[src/rtl/store_trace_display_if.sv]
// Store-side view of the core's M stage as seen by the trace monitor.
// There is no handshake: the core drives these every cycle and the monitor never stalls it.
interface store_trace_display_if;
   logic        MemWriteM;
   logic [31:0] ALUResultM;
   logic [31:0] WriteDataM;

   modport master (output MemWriteM, output ALUResultM, output WriteDataM);
   modport slave  (input  MemWriteM, input  ALUResultM, input  WriteDataM);
endinterface

[src/rtl/store_trace_display.sv]
// Basys3 debug monitor: records data-memory stores into a small ring buffer
// and shows latest/history/count/data on the 16 LEDs with an activity stretcher.
module store_trace_display #(
   parameter int DEPTH     = 8,
   parameter int ADDR_BITS = 8,
   parameter int DATA_BITS = 8,
   parameter int STRETCH   = 10_000_000,
   parameter int CNT_W     = 16
) (
   input  logic                       CLK100MHZ,
   input  logic                       rst_BTN,
   store_trace_display_if.slave       bus,
   input  logic                       freeze,
   input  logic [1:0]                 mode,
   input  logic [$clog2(DEPTH)-1:0]   sel,
   output logic [15:0]                LED,
   output logic                       overflow
);
   localparam int PTR_W = $clog2(DEPTH);
   localparam int ACT_W = $clog2(STRETCH + 1);

   logic [15:0]      hist [DEPTH];
   logic [PTR_W-1:0] wr_ptr;
   logic [PTR_W:0]   count;
   logic [CNT_W-1:0] store_cnt;
   logic [ACT_W-1:0] act_cnt;
   logic [14:0]      data_hi;

   logic             capture;
   logic             act;
   logic [PTR_W-1:0] newest_idx;
   logic [PTR_W-1:0] sel_idx;
   logic [15:0]      newest_entry;
   logic [15:0]      sel_entry;

   logic unused_bus_bits;
   assign unused_bus_bits = ^{bus.ALUResultM[31:ADDR_BITS], bus.WriteDataM[31:15]};

   // Counter and stretcher keep running while frozen; only the history is held.
   assign capture = bus.MemWriteM && !freeze;
   assign act     = (act_cnt != '0);

   always_ff @(posedge CLK100MHZ or posedge rst_BTN) begin
      if (rst_BTN) begin
         for (int i = 0; i < DEPTH; i++) hist[i] <= '0;
         wr_ptr   <= '0;
         count    <= '0;
         overflow <= 1'b0;
         data_hi  <= '0;
      end else if (capture) begin
         hist[wr_ptr] <= {bus.ALUResultM[ADDR_BITS-1:0], bus.WriteDataM[DATA_BITS-1:0]};
         wr_ptr       <= wr_ptr + PTR_W'(1);
         data_hi      <= bus.WriteDataM[14:0];
         if (count < (PTR_W+1)'(DEPTH)) count    <= count + (PTR_W+1)'(1);
         else                           overflow <= 1'b1;
      end
   end

   always_ff @(posedge CLK100MHZ or posedge rst_BTN) begin
      if (rst_BTN) begin
         store_cnt <= '0;
         act_cnt   <= '0;
      end else begin
         if (bus.MemWriteM) store_cnt <= store_cnt + CNT_W'(1);
         if (bus.MemWriteM)  act_cnt <= ACT_W'(STRETCH);
         else if (act)       act_cnt <= act_cnt - ACT_W'(1);
      end
   end

   // Entry k lives k slots behind the newest; slots beyond count read as zero.
   always_comb begin
      newest_idx   = wr_ptr - PTR_W'(1);
      sel_idx      = newest_idx - sel;
      newest_entry = (count != '0) ? hist[newest_idx] : 16'h0000;
      sel_entry    = ({1'b0, sel} < count) ? hist[sel_idx] : 16'h0000;
   end

   always_comb begin
      LED = 16'h0000;
      case (mode)
         2'b00:   LED = newest_entry | {act, 15'h0000};
         2'b01:   LED = sel_entry;
         2'b10:   LED = store_cnt[15:0];
         default: LED = {act, data_hi};
      endcase
   end
endmodule

[src/flat_wrapper.sv]
// flat-port wrapper written by rule: the top's interface ports become plain ports
module store_trace_display_flat 
#(
   parameter int DEPTH     = 8,
   parameter int ADDR_BITS = 8,
   parameter int DATA_BITS = 8,
   parameter int STRETCH   = 10_000_000,
   parameter int CNT_W     = 16
)
  (CLK100MHZ, rst_BTN, freeze, mode, sel, LED, overflow, bus_MemWriteM, bus_ALUResultM, bus_WriteDataM);
  store_trace_display_if bus_i ();
  input  logic CLK100MHZ;
  input  logic rst_BTN;
  input  logic freeze;
  input  logic [1:0] mode;
  input  logic [$clog2(DEPTH)-1:0] sel;
  output logic [15:0] LED;
  output logic overflow;
  input wire logic [$bits(bus_i.MemWriteM)-1:0] bus_MemWriteM;
  input wire logic [$bits(bus_i.ALUResultM)-1:0] bus_ALUResultM;
  input wire logic [$bits(bus_i.WriteDataM)-1:0] bus_WriteDataM;
  assign bus_i.MemWriteM = bus_MemWriteM;
  assign bus_i.ALUResultM = bus_ALUResultM;
  assign bus_i.WriteDataM = bus_WriteDataM;
  store_trace_display #(.DEPTH(DEPTH), .ADDR_BITS(ADDR_BITS), .DATA_BITS(DATA_BITS), .STRETCH(STRETCH), .CNT_W(CNT_W)) u_core (.CLK100MHZ(CLK100MHZ), .rst_BTN(rst_BTN), .bus(bus_i), .freeze(freeze), .mode(mode), .sel(sel), .LED(LED), .overflow(overflow));
endmodule
[config.mk]
export PLATFORM = sky130hd
export DESIGN_NAME = store_trace_display_flat
export DESIGN_NICKNAME = d
export VERILOG_FILES = /design/src/rtl/store_trace_display_if.sv /design/src/rtl/store_trace_display.sv /design/src/flat_wrapper.sv
export SDC_FILE = /design/constraint.sdc
export NUM_CORES = 1
export LEC_CHECK = 0
export CELL_PAD_IN_SITES_DETAIL_PLACEMENT = 1
export CELL_PAD_IN_SITES_GLOBAL_PLACEMENT = 1
export CORE_UTILIZATION = 52
export DETAILED_ROUTE_END_ITERATION = 16
export PLACE_DENSITY = 0.9
export SYNTH_ARGS = -nofsm -noshare
export SYNTH_HDL_FRONTEND = slang
export SYNTH_SLANG_ARGS = --single-unit
[constraint.sdc]
create_clock -name CLK100MHZ -period 9.65 [get_ports CLK100MHZ]
set_input_delay 1.4475 -clock CLK100MHZ [delete_from_list [all_inputs] [get_ports CLK100MHZ]]
set_output_delay 1.4475 -clock CLK100MHZ [all_outputs]
set_load 0.05 [all_outputs]
# After elaboration in Yosys (flattened, before gate mapping)
# Cells that the tools add are included.
[totals] regBits=191 input_bits=73
[classes] add_sub_neg=6 n_lt_le_gt_ge=6 n_eq_ne=2 n_mux=14 bitwise=5 reduce_logical=9
[ops] operator="bitwise mux 128 bit" count=1
[ops] operator="two-way mux 16 bit" count=7
[ops] operator="binary-select mux 16 bit (select 3 bit)" count=2
[ops] operator="demux 16 bit (select 3 bit)" count=1
[ops] operator="two-way mux 24 bit" count=2
[ops] operator="case mux 16 bit (3 select lines)" count=1
[ops] operator="nonzero test 24 bit" count=1
[ops] operator="subtractor 24 x 1 -> 24 bit (second input constant)" count=1
[ops] operator="adder 16 x 1 -> 16 bit (second input constant)" count=1
[ops] operator="OR 16 bit" count=1
[ops] operator=">= comparator 4 bit (second input constant)" count=3
[ops] operator="NOT 3 -> 4 bit" count=3
[ops] operator="adder 4 x 1 -> 4 bit (second input constant)" count=1
[ops] operator="< comparator 3 x 4 -> 1 bit" count=1
[ops] operator="< comparator 4 x 1 -> 1 bit (second input constant)" count=1
[ops] operator="< comparator 4 bit (second input constant)" count=1
[ops] operator="AND reduction 2 bit" count=2
[ops] operator="nonzero test 4 bit" count=1
[ops] operator="adder 3 x 1 -> 3 bit (second input constant)" count=1
[ops] operator="subtractor 3 x 1 -> 3 bit (second input constant)" count=1
[ops] operator="subtractor 3 bit" count=1
[ops] operator="== test 2 x 1 -> 1 bit (second input constant)" count=1
[ops] operator="== test 2 bit (second input constant)" count=1
[ops] operator="logical AND 1 bit" count=2
[ops] operator="other kinds (4)" count=4

# Logic depth before layout (Yosys ltp)
[logic_depth] ltp_word=8 depth_mapped=11 depth_no_buf=8

# Least setup slack after synthesis
# No wires, ideal clock.
[synth_timing] path_kind="input to output" start="input port sel[0]" end="output port LED[15]" t_arrival_ns=3.471 slack_ns=4.731 path_stages=7 path_buffers=1 cell_sequence="ha_1 -> fa_1 -> clkbuf_1 -> mux4_2 -> mux2i_1 -> nor2_1 -> a211o_1"
[synth_via] elab_chain_len=7
[synth_lines] item="start: declaration" line_no="flat_wrapper.sv:16" source="input logic [$clog2(DEPTH)-1:0] sel;"
[synth_lines] item="subtractor 3 bit" line_no="store_trace_display.sv:73" source="sel_idx = newest_idx - sel;"
[synth_lines] item="NOT 3 -> 4 bit (implied by the code)" line_no="store_trace_display.sv:75" source="sel_entry = ({1'b0, sel} < count) ? hist[sel_idx] : 16'h0000;"
[synth_lines] item="binary-select mux 16 bit (select 3 bit)" line_no="store_trace_display.sv:75"
[synth_lines] item="two-way mux 16 bit (implied by the code) (2 in series)" line_no="store_trace_display.sv:75"
[synth_lines] item="two-way mux 16 bit *" line_no="store_trace_display.sv:75"
[synth_lines] item="case mux 16 bit (3 select lines) *" line_no="store_trace_display.sv:80" source="case (mode)"
[synth_lines] item="end: declaration" line_no="flat_wrapper.sv:17" source="output logic [15:0] LED;"
# Mark *: on every way between the ends. The rest lies on a longest branch, timed or not. The select of a mux whose other input is x is not followed.

# Worst setup path after layout
[layout_timing] start="input port sel[0]" end="output port LED[3]"
# Same word-level chain as after synthesis.

==> results.yml <==
outcome:
  status: "finished, final reports clean"
routing:
  drc_errors: 0
  wl_um: 29100
  dr.pass1.iters: 5
  num_vias: 6944
  avgViaCountPerCell: 6.48
  wl_per_cell_um: 27.2
  drtAntennaViolNets: 0
  first_iter_violations: 531
setup_path:
  worst_ep_arrival_time_ns: 5.07
  critPathLaunch: "sel[0]"
  max_stage_delay_ns: 0.85
  crit_type: "input port to output pin"
  critPathSlowestCell: "clkdlybuf4s50_1"
  crit_top_cell: "clkdlybuf4s50_1"
  critical_path.reg2reg.startpoint: "u_core.act_cnt[12]"
  cp-start-kind: "input port"
  critPathCaptureType: "output pin"
  crit_fanout: 16
  crit_buf_inv: 2
  worstPathCellList: "clkdlybuf4s50_1 -> ha_2 -> fa_1 -> xnor2_1 -> xnor2_4 -> mux2i_1 -> o21ai_0 -> o22a_1 -> clkdlybuf4s50_1"
  cp.required_ns: 8.20
  crit_family: "buffers and inverters"
clocking:
  cts_tree: "built"
  clock_latency_ns: 0.45
  cts_made_buffers: 17
  cts_resized: 0
  cts_root_buffer: "clkbuf_16"
  cts_sinks: 191
  path_clk_slew_ns: 0.07
  htree_levels: 4
  hold_buffers: 0
  postCtsSetupBuffers: 0
  cts_buffer_depth: 2
logic_synthesis:
  syn_area_um2: 10000
  synth_area_leaders: "dfrtp_1 (48%), mux2_2 (14%), mux4_2 (14%)"
  synth_edf_count: 0
  mappedNetlistNets: 844
  ys_top_cells_by_count: "dfrtp_1 (191), mux2_2 (129), nand2_1 (72), mux4_2 (64), o21ai_0 (37)"
  yosys_warnings: 0
  yosysSeqAreaShare_pct: 47.6
  yosysTopAreaCellShare_pct: 47.6
  yosysTopAreaCell: "dfrtp_1"
  netlist_instances: 761
  synth.distinct_cells: 55
  synth_flop_cell: "dfrtp_1"
  synth.most_common_cell: "dfrtp_1"
  async_reset_ff_share_pct: 100
  synth.ff_latch_count: 191
  avgSynthCellArea_um2: 13.2
global_route:
  antenna_found_initial: 0
  grt_first_pass_wirelength_um: 46400
  grt_usage_pct: 31.8
  gr-total-overflow: 0
  first_global_vias: 7905
  grt_max_degree: 112
floorplan:
  row_count: 50
  start_util_pct: 53.3
  die_y_um: 141
  core_um2: 18800
  die_area_um2: 19900
  die_x_um: 141
  io_pins: 90
timing:
  tightest_slew_ns: 1.17
  hold_violations: 0
  finalClockSkew_ns: 0.0148
  slew_headroom_pct: 21.9
  rsz0062_at_grt: "no"
  slew_viol_final: 0
  fin_crit_ns: 6.52
  layout_setup_ws_ns: 3.13
  fin_setup_tns_ns: 0
  maxClockFrequency_ghz: 0.153
  finalSetupViolCount: 0
  period_share_pct: 67.6
placed_design:
  dp_hpwl_um: 17000
  numPortBuffers: 48
  gp_congestion: 0.785
  place_ws_ns: 3.15
power:
  p_leak_nw: 4.72
  power_w: 0.00420
  vdd_drop_max_mv: 0.183
  power.density_nw_per_um2: 369
cells_and_area:
  area_growth_pct: 13.3
  nets: 881
  diodes: 0
  drive_gt1_share_pct: 32.1
hold_path:
  hp-class: "flip-flop to flip-flop"
  min_from: "u_core.overflow"
job:
  max_cap_violations: 0
[area by class of cell]
| class | instances | area [um2] |
|---|---|---|
| multi-input cells | 514 | 5030 |
| inverters | 12 | 50.0 |
| well taps | 260 | 325 |
| clock buffers | 18 | 429 |
| flip-flops and latches | 191 | 4780 |
| repair buffers | 62 | 586 |
| fillers | 1802 | 7460 |
| clock inverters | 14 | 170 |
[metal layers]
layer	part of all wire, %	global-route usage [%]	up-vias
met3	5.5	6.69	79
met1	39	38.8	3678
li1	-	-	2911
met2	52	54.5	276
met4	3.3	14.4	0
met5	0	0	-
[report_power, final]
group / internal (W) / switching [W]
clock network: 0.000392 / 0.000344
registers: 0.00110 / 0.000277
logic: 0.00106 / 0.00102
total: 0.00255 / 0.00165
[final timing paths]
check                           cells after the start            endpoint  slack, ns
worst min register to register                      1     u_core.overflow       0.47
worst min-delay path                                1     u_core.overflow       0.47
worst max register to register                      5  u_core.act_cnt[21]       6.90
worst max-delay path                                9              LED[3]       3.13
max in group asynchronous                           3    u_core.wr_ptr[0]       6.24
min in group asynchronous                           2  u_core.data_hi[10]       1.60
[cells in the final DEF (no fill, tap or decap), types with 2 or more instances in the layout]
| cell | count |
|---|---|
| o21ai_0 | 37 |
| clkinv_4 | 3 |
| clkdlybuf4s50_1 | 48 |
| mux2i_1 | 19 |
| or2_2 | 2 |
| nand3_1 | 11 |
| nor3_2 | 2 |
| nand2_1 | 72 |
| o31ai_1 | 4 |
| mux4_2 | 64 |
| nand2b_1 | 4 |
| nor2_2 | 2 |
| inv_1 | 10 |
| nand4_1 | 3 |
| a21oi_1 | 7 |
| ha_1 | 8 |
| inv_6 | 5 |
| mux2_2 | 129 |
| xor2_1 | 11 |
| nor3b_2 | 2 |
| nor2b_1 | 2 |
| dfrtp_1 | 190 |
| or3_1 | 7 |
| or4_1 | 5 |
| buf_4 | 14 |
| o21ai_1 | 2 |
| clkinvlp_4 | 2 |
| bufinv_16 | 2 |
| a21o_1 | 2 |
| o22a_1 | 15 |
| xnor2_1 | 20 |
| nor3_1 | 3 |
| nor4_1 | 4 |
| nor2_1 | 33 |
| o211ai_1 | 5 |
| and3_1 | 3 |
| a22o_1 | 15 |
| inv_8 | 3 |
| clkbuf_16 | 17 |
[state kept, by name, indices dropped and copies added (netlist names)]
signal	count
u_core.hist	128
u_core.act_cnt	24
u_core.store_cnt	16
u_core.data_hi	15
u_core.count	4
u_core.wr_ptr	3
u_core.overflow	1
[through the flow]
stage,hold slack [ns],util [%],cell area [um2],cells
after floorplan,0.436,-,10000,761
after global placement,0.441,57.2,10800,1039
after detailed placement,0.468,57.2,10800,1039
after CTS,0.486,60.4,11400,1071
after global routing,0.509,60.4,11400,1071
final,0.473,60.4,11400,1071
[logic make-up (layout without fill, tap and decap cells)]
kind of cell / Yosys count / after routing / synth area share (%)
AOI/OAI and AO/OA: 95 / 95 / 6.43
xor gates and xnor gates: 33 / 33 / 3.25
adders and majority gates: 10 / 10 / 1.32
buffers and inverters: 56 / 106 / 2.52
DFF: 191 / 191 / 47.6
muxes: 212 / 212 / 30.7
and+or+nand+nor: 164 / 164 / 8.12
Power figures use the tool's default switching activity.
